==> src/rtl/serial_ripple_adder.sv <==
// Bit-serial adder: one full-adder cell, LSB first, one bit per clock.
// Optional signed-overflow output enabled by defining SERIAL_ADD_OVF_EN.
module serial_ripple_adder #(
   parameter int unsigned WIDTH = 8
) (
   input  logic             clk,
   input  logic             rst_n,
   input  logic             start,
   input  logic [WIDTH-1:0] a,
   input  logic [WIDTH-1:0] b,
   input  logic             cin,
   output logic             ready,
   output logic             busy,
   output logic             done,
   output logic [WIDTH-1:0] sum,
   output logic             cout
`ifdef SERIAL_ADD_OVF_EN
   ,output logic            ovf
`endif
);

   localparam int unsigned CNT_W = (WIDTH > 1) ? $clog2(WIDTH) : 1;
   localparam int unsigned ACC_W = WIDTH - 1;

   typedef enum logic [1:0] {
      S_IDLE = 2'd0,
      S_RUN  = 2'd1,
      S_DONE = 2'd2
   } state_e;

   state_e             state_q, state_d;
   logic [WIDTH-1:0]   sa_q, sa_d;
   logic [WIDTH-1:0]   sb_q, sb_d;
   logic [ACC_W-1:0]   acc_q, acc_d;
   logic               carry_q, carry_d;
   logic [CNT_W-1:0]   cnt_q, cnt_d;
   logic [WIDTH-1:0]   sum_q, sum_d;
   logic               cout_q, cout_d;
   logic               busy_q, busy_d;
   logic               done_q, done_d;
   logic               s_c;
   logic               c_c;
   logic               last_bit_c;

   // The single full-adder cell
   assign s_c        = sa_q[0] ^ sb_q[0] ^ carry_q;
   assign c_c        = (sa_q[0] & sb_q[0]) | (sa_q[0] & carry_q) | (sb_q[0] & carry_q);
   assign last_bit_c = (cnt_q == CNT_W'(WIDTH - 1));

   // State register
   always_ff @(posedge clk or negedge rst_n) begin
      if (!rst_n) state_q <= S_IDLE;
      else        state_q <= state_d;
   end

   // Next-state logic
   always_comb begin
      state_d = state_q;
      case (state_q)
         S_IDLE:  if (start)      state_d = S_RUN;
         S_RUN:   if (last_bit_c) state_d = S_DONE;
         S_DONE:                  state_d = S_IDLE;
         default:                 state_d = S_IDLE;
      endcase
   end

   // Status outputs, registered from the next state
   always_comb begin
      busy_d = 1'b0;
      done_d = 1'b0;
      busy_d = (state_d == S_RUN);
      done_d = (state_d == S_DONE);
   end

   assign ready = (state_q == S_IDLE);
   assign busy  = busy_q;
   assign done  = done_q;
   assign sum   = sum_q;
   assign cout  = cout_q;

`ifdef SERIAL_ADD_OVF_EN
   logic ovf_q, ovf_d;
   assign ovf = ovf_q;
`endif

   // Datapath: operand load, bit-serial shift, result capture
   always_comb begin
      sa_d    = sa_q;
      sb_d    = sb_q;
      acc_d   = acc_q;
      carry_d = carry_q;
      cnt_d   = cnt_q;
      sum_d   = sum_q;
      cout_d  = cout_q;
`ifdef SERIAL_ADD_OVF_EN
      ovf_d   = ovf_q;
`endif
      case (state_q)
         S_IDLE: begin
            if (start) begin
               sa_d    = a;
               sb_d    = b;
               carry_d = cin;
               acc_d   = '0;
               cnt_d   = '0;
            end
         end
         S_RUN: begin
            carry_d = c_c;
            sa_d    = sa_q >> 1;
            sb_d    = sb_q >> 1;
            acc_d   = ACC_W'({s_c, acc_q} >> 1);
            cnt_d   = cnt_q + CNT_W'(1);
            if (last_bit_c) begin
               sum_d  = {s_c, acc_q};
               cout_d = c_c;
               cnt_d  = '0;
`ifdef SERIAL_ADD_OVF_EN
               // carry_q here is the carry into the MSB
               ovf_d  = carry_q ^ c_c;
`endif
            end
         end
         default: ;
      endcase
   end

   always_ff @(posedge clk or negedge rst_n) begin
      if (!rst_n) begin
         sa_q    <= '0;
         sb_q    <= '0;
         acc_q   <= '0;
         carry_q <= 1'b0;
         cnt_q   <= '0;
         sum_q   <= '0;
         cout_q  <= 1'b0;
         busy_q  <= 1'b0;
         done_q  <= 1'b0;
`ifdef SERIAL_ADD_OVF_EN
         ovf_q   <= 1'b0;
`endif
      end else begin
         sa_q    <= sa_d;
         sb_q    <= sb_d;
         acc_q   <= acc_d;
         carry_q <= carry_d;
         cnt_q   <= cnt_d;
         sum_q   <= sum_d;
         cout_q  <= cout_d;
         busy_q  <= busy_d;
         done_q  <= done_d;
`ifdef SERIAL_ADD_OVF_EN
         ovf_q   <= ovf_d;
`endif
      end
   end

endmodule
==> config.mk <==
export PLATFORM = sky130hd
export DESIGN_NAME = serial_ripple_adder
export DESIGN_NICKNAME = d
export VERILOG_FILES = /design/src/rtl/serial_ripple_adder.sv
export SDC_FILE = /design/constraint.sdc
export NUM_CORES = 1
export LEC_CHECK = 0
export CAP_MARGIN = 20
export CORE_MARGIN = 2
export CORE_UTILIZATION = 50
export DETAILED_ROUTE_END_ITERATION = 8
export GPL_TIMING_DRIVEN = 0
export HOLD_SLACK_MARGIN = 0.06
export PLACE_DENSITY = 0.83
export SETUP_SLACK_MARGIN = 0.05
export SYNTH_ARGS = -nofsm -noshare
export SYNTH_HDL_FRONTEND = slang
export SYNTH_SLANG_ARGS = --single-unit
export TNS_END_PERCENT = 1
==> constraint.sdc <==
create_clock -name clk -period 3 [get_ports clk]
set_clock_uncertainty 0.15 [all_clocks]
set_input_delay 0.3 -clock clk [delete_from_list [all_inputs] [get_ports clk]]
set_output_delay 0.3 -clock clk [all_outputs]
set_load 0.02 [all_outputs]
==> results.md, run 1 <==
- CP Capture Type: output port
- Largest net degree at the start of global routing: 41
- Worst slew pin tran: 0.867 ns
- Commonest cells in the netlist: dfrtp_1 (40), nor2_1 (19), o22ai_1 (14), o32ai_1 (14), a22o_1 (8)
- Root Buffer: clkbuf_4
- Fin crit period: 2.23 ns
- Io pins: 32
- Maxcap violations: 0
- Skew-Pair Late Insertion Delay: 0.35 ns
- Status: finished clean
- Slew HR: between 40% and 50%
- Mapped Area: 1740 um^2
- Layout cells sized above 1: approximately 17%
- GPL Wtd Cong: 0.783
- HPWL after DPL: roughly 2.6 mm
- Ys Warns: 0
- CTS buffer count: 5
- Filler cell count in the final layout: 280
- H-tree levels: 2
- Finished Core Util: 66.1%
- Setup TNS: 0 ns
- Area leader, netlist: dfrtp_1
- Netlist cell types: 26
- N_diodes: 0
- Initial Utilization: 52.3%
- Worst-path fanout max: 10
- Die area: 3980 um^2
- Clk sinks: 40
- Vias in the first global route: between 1,000 and 1,500
- Via density per instance: roughly 5.7
- Hold path depth: 2
- R2r endpoint: sum[6]$_DFFE_PN0P_
- CTS tree: done
- Leading post-synthesis cells by cell area: dfrtp_1 (57%), o32ai_1 (7.0%), o22ai_1 (5.0%)
- Register area share after synthesis: 57.4%
- Synth Flop Type: dfrtp_1
- Max-slew violation count: 0
- Hold Crit Start: sum[7]$_DFFE_PN0P_
- CP max stage cell: clkdlybuf4s50_1
- Leakage: 0.979 nW
- Clock transition at path regs: 0.12 ns
- DR DRC count: 0
- Slowest stage delay, CP: 0.61 ns
- Iteration-0 DRC Markers: 59
- HP Class: flip-flop to flip-flop
- Post-CTS Setup Bufs: 0
- Fmax: roughly 450 MHz
- Via count: 1,334
- Setup violators final: 0
- Critical path buffers and inverters: 3
- Pwr/cell area: 1090 nW/um^2
- Yosys reg bits: 40
- First-pass iteration count of the detailed router: 4
- Final Hold Viols: 0
- First-pass GRT wire length: around 6.2 mm
- Total gr overflow: 0
- EDFF count, synth: 0
- Area after DPL: 2110 um^2
- CP Data Arrival Time: 1.78 ns
- Crit path required time: about 2.6 ns
- RR Startpoint: cnt_q[0]$_DFFE_PN0P_
- Total track usage: 19.9%
- Tcrit/Tclk final: 74.4%
- WL final: 3.62 mm
- Syn_nets: 170
- Final nets: 209
- Area fraction of the dominant cell type after synthesis: 57.4%
- Site Rows: 21
- FF-to-FF path depth: 5
- Maximum VDD drop: ~0.57 mV
- Core Area: 3340 um^2
- PortBufs: 31
- CP cell instances: buf_6 > buf_2 > nor2_1 > clkdlybuf4s50_1
- Asr flop ratio synth: 100%
- Startpoint type of the worst setup path: flip-flop
- Die extent in y: about 63 um
- Critical Setup Path Class: flip-flop to output port
- Most numerous cell in the Yosys netlist: dfrtp_1
- Unrepaired setup endpoints after global routing: false
- Wire length per cell: around 16 um
- Design Area, Final: about 2200 um^2
- Die Width: 63.1 um
- Avg Cell Area, Syn: 11.9 um^2
- Reg2reg setup slack: 1.22 ns
- Clock Path Buffers: 2
- Cell family with most CP delay: buffers and inverters
- Post-DRT Antenna Nets: 0
- Hold EP: sum[7]$_DFFE_PN0P_
- Area Overhead vs Synth: 26.5%
- Initial antenna violation count: 0
- Synthesized instance count: 147
[kinds of logic (layout without fill, tap and decap cells)]
group	after synthesis	in the layout	synth area share, %
AO/OA/AOI/OAI	46	46	20.2
multiplexers	9	9	5.74
AND/OR/NAND/NOR	30	30	8.03
adder cells (fa/ha/maj)	3	3	2.58
flip-flops	40	40	57.4
buffers and inverters	19	59	6.10
[power by group]
part | leakage [nW] | internal [mW] | switching [mW]
clock network | 0.0484 | 0.200 | 0.178
registers | 0.492 | 0.787 | 0.165
logic | 0.439 | 0.520 | 0.545
total | 0.979 | 1.51 | 0.889
[metrics by stage]
stage | total power, mW | std cells | worst slack [ns] | hold slack, ns
2_1_floorplan | 1.66 | 147 | 1.32 | -0.146
3_3_place_gp | 1.97 | 224 | 0.574 | 0.322
3_5_place_dp | 2.03 | 224 | 1.09 | 0.308
4_1_cts | 2.41 | 233 | 0.741 | 0.349
5_1_grt | 2.56 | 233 | 0.660 | 0.367
6_report | 2.40 | 233 | 0.768 | 0.345
[state kept, by name, indices dropped and copies added (netlist names)]
register and flops:
sa_q 8, sb_q 8, sum 8, acc_q 7
cnt_q 3, state_q 2, busy 1, carry_q 1
cout 1, done 1
[area by class of cell]
class	count	area (um^2)	area share, %
flip-flops and latches	40	1000	45.4
multi-input cells	88	637	28.9
repair buffers	32	315	14.3
plain buffers	12	80.1	3.63
well taps	46	57.6	2.61
clock buffers	6	51.3	2.32
clock inverters	2	38.8	1.76
inverters	7	26.3	1.19
[cell usage in the layout, fill, tap and decap left out]
cell	Yosys	layout
clkbuf_1	1	1
o21ai_0	6	6
nor2b_1	2	2
or2_1	1	1
a221oi_1	1	1
o32ai_2	1	1
ha_1	2	2
dfrtp_1	40	40
clkbuf_8	0	1
mux2_1	1	1
mux2i_1	1	1
bufinv_16	0	1
buf_2	7	8
nand2b_1	1	1
o32ai_1	14	14
o21bai_2	1	1
nand3b_2	1	1
a22o_1	8	8
o22ai_1	14	14
o21ai_1	1	1
inv_1	7	7
nor2_1	19	19
nand2_1	5	5
buf_6	3	3
nand2b_4	1	1
clkbuf_4	0	5
fa_1	1	1
buf_4	1	1
mux2_2	7	7
clkinv_4	0	1
clkdlybuf4s50_1	0	30
dlygate4sd3_1	0	1
[how the worst max path moves through the flow]
stage	startpoint	to	slack, ns	depth (start not counted)
floorplan	cnt_q[0]$_DFFE_PN0P_	sum[3]$_DFFE_PN0P_	1.32	5
global placement	rst_n	acc_q[3]$_DFFE_PN0P_	0.57	1
detailed placement	start	sa_q[1]$_DFFE_PN0P_	1.09	6
CTS	state_q[0]$_DFF_PN0_	ready	0.74	4
global route	state_q[0]$_DFF_PN0_	ready	0.66	4
finish	state_q[0]$_DFF_PN0_	ready	0.77	4
[metal layers]
metal	up-vias	wire [um]	track usage, %
li1	622	-	-
met4	0	68	8.61
met1	657	1590	25.2
met5	-	0	0
met2	47	1740	31.5
met3	8	221	6.25
[worst register-to-register path: stages (launching register included)]
cell and delay [ns]:
dfrtp_1 0.40, ha_1 0.20, ha_1 0.21, nand3b_2 0.14, buf_2 0.23, mux2_2 0.36
[what timing repair did]
item	in CTS	in global routing
endpoints found under the hold margin	40	0
resized for setup	0	0
hold buffers	1	0
(Power assumes the default switching activity.)
==> run 2: changes to the inputs <==
Settings changed: CORE_UTILIZATION 50 to 46, PLACE_DENSITY 0.83 to 0.8.
Clock period 3 ns to 2 ns, I/O delays scaled along.
==> run 2 against run 1 <==
Effect of this change:
- total power increased by 49%
- sequential share of layout area decreased by 0.077 points
- global-route usage decreased by 0.54 points
- clock-buffer cell count unchanged
- register-to-register slack got worse by 1.0 ns
- setup slack got worse by 0.59 ns
- combinational power increased by 49%
- first-iteration DRC count increased by 64%
- core utilization decreased by 5.8 points
- largest power group unchanged
- sequential power increased by 50%
==> results.md, run 2 (same netlist as run 1, synthesis figures left out) <==
- Status: finished clean
- Worst-path fanout max: 10 (unchanged)
- Slew HR: 41.9% (-0.34 points)
- Skew-Pair Late Insertion Delay: 0.29 ns (-0.06 ns)
- Core Area: 3660 um^2 (+9.7%)
- Leakage: 0.985 nW (+0.63%)
- Final Hold Viols: 0 (unchanged)
- Die Width: 65.6 um (+4.0%)
- Tcrit/Tclk final: between 90 and 100%
- Critical Setup Path Class: flip-flop to flip-flop
- Unrepaired setup endpoints after global routing: false
- Clk sinks: 40 (unchanged)
- Io pins: 32 (unchanged)
- First-pass iteration count of the detailed router: 4 (unchanged)
- Fin crit period: 1.82 ns
- Slowest stage delay, CP: 0.39 ns (-0.22 ns)
- Total gr overflow: 0 (unchanged)
- Post-CTS Setup Bufs: 0 (unchanged)
- Critical path buffers and inverters: 1 (-2)
- Worst setup path endpoint: sum[3]$_DFFE_PN0P_
- Maxcap violations: 0 (unchanged)
- Area Overhead vs Synth: 26.8%
- DR DRC count: 0 (unchanged)
- Most frequent cells in the layout: dfrtp_1 (40), clkdlybuf4s50_1 (29), nor2_1 (19)
- Wire length per cell: 15.4 um (-0.85%)
- Die area: 4300 um^2 (+8.1%)
- R2r endpoint: sum[3]$_DFFE_PN0P_
- Via count: 1,308 (-1.9%)
- Final nets: 209 (unchanged)
- Clock transition at path regs: 0.07 ns (-0.05 ns)
- FF-to-FF path depth: 5 (unchanged)
- Final Non-Filler Cells: 235 (+0.86%)
- RR Startpoint: cnt_q[0]$_DFFE_PN0P_
- CP cell instances: ha_1 > ha_1 > nand3b_2 > buf_2 > mux2_2
- Initial antenna violation count: 0 (unchanged)
- Initial Utilization: 47.6% (-4.6 points)
- Commonest non-fill, non-tap cell in the layout: dfrtp_1
- CTS buffer count: 5 (unchanged)
- CP Capture Type: flip-flop
- Max-slew violation count: 0 (unchanged)
- Site Rows: 22 (+4.8%)
- N_diodes: 0 (unchanged)
- Total placed cells including tap cells: 226 (+0.89%)
- GPL Wtd Cong: 0.746 (-4.7%)
- Clock Path Buffers: 2 (unchanged)
- Layout cells sized above 1: 16.6% (unchanged)
- Total track usage: 19.4% (-0.54 points)
- Crit path from: cnt_q[0]$_DFFE_PN0P_
- Iteration-0 DRC Markers: 97 (+64%)
- Worst slew pin tran: 0.872 ns (+0.00513 ns)
- Finished Core Util: 60.4% (-5.8 points)
- HPWL after DPL: 2.53 mm (-1.3%)
- Via density per instance: 5.57 (-2.8%)
- WL final: 3.62 mm (unchanged)
- Place WS: 0.174 ns (-0.915 ns)
- Vias in the first global route: 1,305 (-2.8%)
- PortBufs: 31 (unchanged)
- CP max stage cell: dfrtp_1
- Post-DRT Antenna Nets: 0 (unchanged)
- Setup ws final: 0.181 ns (-0.587 ns)
- Root Buffer: clkbuf_8
- HP Class: primary input to flip-flop
- Cell repeated most along the worst path: ha_1
- First-pass GRT wire length: 6.22 mm (+0.44%)
- H-tree levels: 2 (unchanged)
- Maximum VDD drop: 0.670 mV (+18%)
- Startpoint type of the worst setup path: flip-flop
- Crit path required time: 2.03 ns (-0.52 ns)
- Pwr/cell area: 1610 nW/um^2 (+49%)
- Cell family with most CP delay: adder cells
- CP Data Arrival Time: 1.85 ns (+0.07 ns)
- Setup violators final: 0 (unchanged)
- Largest net degree at the start of global routing: 41 (unchanged)
- CP Depth: 5 (+1)
- CTS tree: done
- Fmax: 550 MHz
- Reg2reg setup slack: 0.18 ns (-1.04 ns)
- Die extent in y: 65.6 um (+4.0%)
[run 2: worst min path at each step]
stage	to	cells after the start	from
global route	sb_q[7]$_DFFE_PN0P_	3	b[7]
CTS	sb_q[7]$_DFFE_PN0P_	3	b[7]
floorplan	acc_q[0]$_DFFE_PN0P_	0	rst_n
finish	sb_q[7]$_DFFE_PN0P_	3	b[7]
global placement	sum[7]$_DFFE_PN0P_	2	sum[7]$_DFFE_PN0P_
detailed placement	state_q[0]$_DFF_PN0_	1	rst_n
[run 2: report_power, final]
part | total, mW | internal, mW | leakage (nW) | switching, mW
clock network | 0.545 | 0.275 | 0.0510 | 0.270
registers | 1.43 | 1.18 | 0.492 | 0.247
logic | 1.59 | 0.772 | 0.442 | 0.819
[run 2: final cells by class]
class	instances	area (um^2)
Fill cell	286	1450
Sequential cell	40	1000
Multi-Input combinational cell	88	637
Timing Repair Buffer	32	314
Clock buffer	6	82.6
Buffer	12	80.1
Tap cell	48	60.1
Inverter	7	26.3
Clock inverter	2	10.0
[run 2: routing by layer]
layer	up-vias	GRT usage, %	routed length, um
met5	-	0	0
met4	0	7.03	55
met3	6	5.31	144
met2	29	31.1	1830
met1	658	25.2	1590
li1	615	-	-
[run 2: worst register-to-register path: stages, from the launching register on]
cell	delay, ns
dfrtp_1	0.39
ha_1	0.21
ha_1	0.22
nand3b_2	0.14
buf_2	0.25
mux2_2	0.36
[run 2: through the flow]
stage	total power [mW]	TNS, ns	cell area [um^2]	hold slack [ns]
2_1_floorplan	2.49	0	1740	-0.246
3_3_place_gp	2.93	-11.72	2110	0.319
3_5_place_dp	3.04	0	2110	0.217
4_1_cts	3.58	0	2210	0.318
5_1_grt	3.82	0	2210	0.342
6_report	3.57	0	2210	0.316
[run 2: timing repair]
action                     in CTS  in global routing
hold buffers                    1                  0
hold endpoints to repair       40                  0
resized for setup               1                  0
setup endpoints to repair       1                  0
